==> config.mk <==
export PLATFORM = sky130hd
export DESIGN_NAME = exec_sequencer
export DESIGN_NICKNAME = d
export VERILOG_FILES = /design/src/rtl/exec_seq_pkg.sv /design/src/rtl/perf_counter.sv /design/src/rtl/exec_sequencer.sv
export SDC_FILE = /design/constraint.sdc
export NUM_CORES = 1
export LEC_CHECK = 0
export CORE_MARGIN = 2
export CORE_UTILIZATION = 48
export DETAILED_ROUTE_END_ITERATION = 16
export GPL_TIMING_DRIVEN = 0
export PLACE_DENSITY_LB_ADDON = 0.12
export SLEW_MARGIN = 20
export SYNTH_ARGS = -nofsm -noshare
export SYNTH_HDL_FRONTEND = slang
export SYNTH_HIERARCHICAL = 1
export SYNTH_SLANG_ARGS = --single-unit
==> constraint.sdc <==
create_clock -name clk -period 3.08 [get_ports clk]
set_input_delay 0.616 -clock clk [delete_from_list [all_inputs] [get_ports clk]]
set_output_delay 0.616 -clock clk [all_outputs]
set_load 0.1 [all_outputs]
==> src/rtl/exec_seq_pkg.sv <==
// exec_seq_pkg: shared state encoding and reset constants for the execution sequencer
package exec_seq_pkg;
  typedef enum logic [2:0] {
    S_IDLE,
    S_FETCH_REQ,
    S_FETCH_WAIT,
    S_EXEC,
    S_WB,
    S_HALT
  } state_t;
  localparam logic [31:0] RESET_PC_DEFAULT = 32'h8000_0000;
  localparam logic [31:0] NOP_INST = 32'h0000_0013;
endpackage

==> src/rtl/perf_counter.sv <==
// perf_counter: 64-bit wrapping event counter with enable and synchronous clear
module perf_counter (
  input  logic        clk,
  input  logic        clr,
  input  logic        en,
  output logic [63:0] count
);
  always_ff @(posedge clk) count <= clr ? '0 : count + 64'(en);
endmodule

==> src/rtl/exec_sequencer.sv <==
// exec_sequencer: fetch/execute/writeback sequencer with sticky halt and perf counters
module exec_sequencer #(
  parameter logic [31:0] RESET_PC = exec_seq_pkg::RESET_PC_DEFAULT,
  parameter logic [31:0] NOP_INST = exec_seq_pkg::NOP_INST
) (
  input  logic        clk,
  input  logic        rst,
  output logic        ifu_req_valid,
  output logic [31:0] ifu_req_addr,
  input  logic        ifu_req_ready,
  input  logic        ifu_resp_valid,
  input  logic [31:0] ifu_resp_inst,
  output logic        ifu_resp_ready,
  output logic [31:0] inst,
  output logic [31:0] pc,
  input  logic        dec_wen,
  input  logic        dec_ebreak,
  input  logic        dec_illegal,
  output logic        rf_wen,
  output logic        retire,
  output logic        halt,
  output logic        halt_bad,
  output logic [63:0] cycle_cnt,
  output logic [63:0] instret
);
  import exec_seq_pkg::*;
  state_t state;
  logic   wen_q;
  always_ff @(posedge clk) begin
    if (rst) begin
      state    <= S_IDLE;
      pc       <= RESET_PC;
      inst     <= NOP_INST;
      wen_q    <= 1'b0;
      halt_bad <= 1'b0;
    end else begin
      case (state)
        S_IDLE:       state <= S_FETCH_REQ;
        S_FETCH_REQ:  if (ifu_req_ready) state <= S_FETCH_WAIT;
        S_FETCH_WAIT: if (ifu_resp_valid) begin
          inst  <= ifu_resp_inst;
          state <= S_EXEC;
        end
        S_EXEC: begin
          state    <= (dec_illegal || dec_ebreak) ? S_HALT : S_WB;
          halt_bad <= dec_illegal;
          wen_q    <= dec_wen;
        end
        S_WB: begin
          pc    <= pc + 32'd4;
          state <= S_FETCH_REQ;
        end
        default: ;
      endcase
    end
  end
  // every output below is a decode of registered state, never of an input
  assign ifu_req_valid  = state == S_FETCH_REQ;
  assign ifu_req_addr   = pc;
  assign ifu_resp_ready = state == S_FETCH_WAIT;
  assign retire         = state == S_WB;
  assign rf_wen         = retire && wen_q;
  assign halt           = state == S_HALT;
  perf_counter u_cycle (.clk(clk), .clr(rst), .en(!halt), .count(cycle_cnt));
  perf_counter u_instret (.clk(clk), .clr(rst), .en(retire), .count(instret));
endmodule

=== After elaboration in Yosys (flattened, before gate mapping) ===
Index checks and enable logic that the tools add are counted.
W data, S select, Z words.

* Register bits: 197
* Bits in latches: 0
* RAM bits: 0
* ROM bits: 0
* Input bits: 39
* Output and inout bits: 230
* Logic and storage cells: 29
* Memories kept: 0

* Add/sub/neg operators: 3
* Multiply operators: 0
* Divide/modulo/power cells: 0
* Magnitude comparators: 0
* Equality and inequality tests: 7
* Shift operators: 0
* Multiplexer cells: 4
* Bitwise logic cells: 0
* Reductions and logical operators: 8

{| class="wikitable"
|+ Operators by type and width
! cell !! count
|-
| $add A64 B1 Y64 || 2
|-
| $add A32 B3 Y32 const B || 1
|-
| $pmux W3 S4 || 1
|-
| $eq A3 B2 Y1 const B || 2
|-
| $eq A3 B3 Y1 const B || 2
|-
| $mux W3 || 2
|-
| $reduce_bool A4 Y1 || 1
|-
| $eq A3 B1 Y1 const B || 1
|-
| $logic_not A3 Y1 || 1
|-
| $reduce_and A3 Y1 || 1
|-
| $ne A2 B1 Y1 const B || 1
|-
| $ne A2 B2 Y1 const B || 1
|-
| $reduce_and A2 Y1 || 1
|-
| $reduce_or A2 Y1 || 1
|-
| $logic_and A1 B1 Y1 || 1
|-
| $logic_not A1 Y1 || 1
|-
| $logic_or A1 B1 Y1 || 1
|-
| $mux W1 || 1
|}

=== Longest topological paths before layout ===
* Word-level depth: 4
* Gate-level depth with buffers: 11
* Depth with buffers taken out: 10

=== By module ===
Netlist, hierarchy kept.

{| class="wikitable"
|+ Modules (own cells, without submodules)
! module !! instances !! cells an instance !! area an instance (um^2) !! sequential area each (um^2)
|-
| exec_sequencer || 1 || 377 || 3088.0 || 1341.3
|-
| perf_counter (u_cycle) || 1 || 356 || 2996.6 || 1281.2
|-
| perf_counter (u_instret) || 1 || 355 || 2991.6 || 1281.2
|}

=== Least setup slack after synthesis ===
OpenSTA, ideal clock, no wires.

* Path type: reg2out
* Start: register state[1]
* End: output ifu_req_valid
* Data arrival time: 2535 ps
* Data required time: 2464 ps
* Setup slack: -71 ps
* Stages on the path, launching flop included: 3
* Buffers on the path: 1
* Path through: dfxtp_1 clkbuf_1 nor3_1

* Word-level cells in the longest chain between the ends: 1

{| class="wikitable"
|+ Ends and longest elaborated chain
! element !! RTL line !! source
|-
| start, declared || exec_sequencer.sv:27 || <nowiki>state_t state;</nowiki>
|-
| start signal, assigned || exec_sequencer.sv:45 || <nowiki>state <= (dec_illegal || dec_ebreak) ? S_HALT : S_WB;</nowiki>
|-
| $eq A3 B1 Y1 || exec_sequencer.sv:58 || <nowiki>assign ifu_req_valid = state == S_FETCH_REQ;</nowiki>
|-
| end, declared || exec_sequencer.sv:8 || <nowiki>output logic ifu_req_valid,</nowiki>
|}

Every way passes these cells.

=== Final worst setup path ===
* Start: register state[0]
* End: output ifu_resp_ready

* Word-level cells in the longest chain between the ends: 1

{| class="wikitable"
|+ Ends and longest elaborated chain
! element !! RTL line !! source
|-
| $eq A3 B2 Y1 || exec_sequencer.sv:60 || <nowiki>assign ifu_resp_ready = state == S_FETCH_WAIT;</nowiki>
|-
| end, declared || exec_sequencer.sv:13 || <nowiki>output logic ifu_resp_ready,</nowiki>
|}

Every way passes these cells.

==> summary.md <==
| Metric | Value |
|---|---|
| Final Setup Violations | `0` |
| Final period util | `0.9607` |
| H-tree levels | `4` |
| CTS tree | `yes` |
| Crit path max fanout | `7` |
| Worst-Margin Slew | `1.161 ns` |
| CP cell instances | `nand2b_1, nor2_1, clkdlybuf4s50_1` |
| CTS buffer count | `17` |
| Worst Setup Path Type | `flop to output pin` |
| Initial antenna violation count | `0` |
| GPL Wtd Cong | `0.8279` |
| DP Wirelength | `around 19000 um` |
| RSZ-0062 raised after global routing | `no` |
| First-pass GRT wire length | `41310 um` |
| Starting DRC count in detailed routing | `~570` |
| Rows | `50` |
| Worst setup EP type | `output pin` |
| Layout area overhead | `40.50%` |
| Die area | `around 0.020 mm2` |
| Static Leak | `~4.4 nW` |
| Mapped Avg Cell Area | `8.342 um2` |
| Mapped cell area | `0.009076 mm2` |
| Final hold vios | `0` |
| Layout cell share with drive strength beyond 1 | `0.08292` |
| Async SR Flop Fraction | `0` |
| Final ANT Viol Nets | `0` |
| Via Count | `9032` |
| Fin crit period | `2.959 ns` |
| Final Max Slew Viols | `0` |
| Initial Util | `0.4868` |
| Slew headroom | `0.2197` |
| Drt pass-1 iters | `5` |
| I/O Buffers | `approximately 260` |
| Ys flop type | `dfxtp_1` |
| Chip height | `141.5 um` |
| Post-synth EDFFs | `0` |
| Congestion Overflow GR | `0` |
| Max Buffers Root-to-Sink | `2` |
| WL final | `~26000 um` |
| Crit-path max cell delay | `between 1 and 1.5 ns` |
| Via density | `5.531` |
| Largest net degree at the start of global routing | `19` |
| Final nets | `1430` |
| Wire per inst | `15.92 um` |
| Drc violations | `0` |
| CTS Root Cell | `clkbuf_16` |
| Startpoint Class | `flop` |
| Max-Cap Viols | `0` |
| Clock transition at path regs | `0.07 ns` |
| PD cells | `407.8 mW/mm2` |
| Total power | `around 0.0052 W` |
| Outcome | `finished clean` |
| Min-delay worst type | `flop to flop` |
| Synth Register Bits | `195` |
| Setup TNS | `0 ns` |
| Unique masters post-synth | `52` |
| Crit path arrival time | `2.34 ns` |
| Setup Skew | `between 0.01 and 0.015 ns` |
| Peak VDD IR | `377.7 uV` |
| Dpl cells | `1589` |
| Number of global-route vias before repair | `8264` |
| GRT Total Usage | `0.2516` |
| Crit path buf inv count | `1` |
| Post-route insts no fill | `1633` |
| Fmax achieved | `approximately 0.34 GHz` |
| Yosys warns | `6` |
| Crit path required time | `2.46 ns` |
| N_diodes | `0` |
| Clk sinks | `195` |
| Core area | `0.01864 mm2` |
| Critical-path top delay cell | `clkdlybuf4s50_1` |
| Clock Latency Late Sink | `0.44 ns` |
| Ports | `between 200 and 300` |
| Crit path max-delay family | `buffers and inverters` |
| Synth Instances | `~1100` |
| DIE WIDTH | `141.5 um` |
| Sequential area share after synthesis | `0.4301` |
| Cts hold-fix bufs | `0` |
## timing repair
item	4_1_cts	5_1_grt
hold endpoints to repair	0	0
cloned	0	1
setup buffers	0	11
pin swaps	0	3
gates resized for setup	4	13
endpoints found under the setup margin	12	23
## per-stage QoR
stage / setup WS (ns) / hold slack, ns / utilization / area [um2]
after detailed placement: -0.08563 / 0.4469 / 0.6452 / 12030
final: 0.1209 / 0.4542 / 0.6840 / 12750
after floorplan: 0.1357 / 0.4317 / - / 9092
after global routing: 0.01430 / 0.4691 / 0.6840 / 12750
after CTS: 0.01497 / 0.4560 / 0.6779 / 12640
after global placement: -0.02894 / 0.4409 / 0.6452 / 12030
## sequential cells by signal, summed over array words and instances (netlist names)
signal           count
u_cycle/count       64
state                3
halt_bad             1
u_instret/count     64
ifu_req_addr        30
wen_q                1
inst                32
## worst paths after layout
kind | from | to | slack (ns) | depth (start not counted)
worst max register to register | state[0]$_SDFFE_PP0P_ | u_instret/count[50]$_SDFF_PP0_ | 0.20 | 11
worst min register to register | inst[18]$_SDFFE_PP0P_ | inst[18]$_SDFFE_PP0P_ | 0.45 | 2
worst min-delay path | inst[18]$_SDFFE_PP0P_ | inst[18]$_SDFFE_PP0P_ | 0.45 | 2
worst max-delay path | state[0]$_SDFFE_PP0P_ | ifu_resp_ready | 0.12 | 3
## report_power, final
part           leakage (nW)  total (W)  switching (W)  internal (W)
logic                  2.55   0.000352       0.000250      0.000103
registers              1.57    0.00255      0.0000144       0.00254
clock network         0.298    0.00230        0.00105       0.00125
## final cells by class
| class | instances | area, um2 |
|---|---|---|
| multi-input combinational | 786 | 4627 |
| fill | 1556 | 5891 |
| inverter | 24 | 92.59 |
| timing repair buffer | 276 | 2733 |
| buffer | 86 | 495.5 |
| clock buffer | 18 | 439.2 |
| sequential | 195 | 3905 |
| tap | 234 | 292.8 |
| clock inverter | 14 | 167.7 |
## metal layers
metal  vias to the layer above  GRT usage  wire length [um]
li1                       4460          -                 -
met1                      4237     0.3159             11190
met2                       304     0.4251             12520
met3                        31    0.06446              1845
met4                         0    0.07947               441
met5                         -          0                 0
## synthesized netlist by cell type (28+ instances only)
library cell    n  area [um2]
o31ai_1        28       210.2
nand4_1        58       362.9
nand3_1        65       325.3
clkbuf_1       32       120.1
xor2_1         51       446.7
or3_1          40       250.2
nor2_1         89       334.1
buf_4          35       262.8
dfxtp_1       195        3904
or4_1          28       210.2
a21oi_1       109       545.5
nand2_1       114       427.9
## cell usage in the layout, fill, tap and decap left out, types with 5 or more instances in the layout
master and instances:
and4_1 19, clkbuf_1 30, and3_1 26, buf_1 8, inv_1 23, a31o_1 5, nand4_2 5, buf_2 8
nor4_1 9, nand2_1 114, o21ai_1 15, xor2_1 51, nand3_1 65, nor3_1 12, nor2b_1 9, o21ai_0 26
and2_1 12, nand4_1 58, or4_1 28, clkdlybuf4s50_1 260, nor2_1 88, a21oi_1 109, dfxtp_1 194, xnor2_1 20
clkbuf_16 17, o31ai_1 28, buf_4 46, or3_1 40
## cells by family after synthesis
group	count (synthesis)	synth area share
xor gates and xnor gates	71	0.06851
and+or+nand+nor	508	0.3056
muxes	3	0.003446
other	1	0.0004132
adders and majority gates	5	0.006893
buffers and inverters	110	0.06355
DFF	195	0.4301
AOI/OAI and AO/OA	195	0.1214
## tightest hold or removal path: stages, from the launching register on
cell and delay (ns):
dfxtp_1 0.31, nand2_1 0.05, a21oi_1 0.05
No activity file was read; power rests on OpenSTA's default activity.
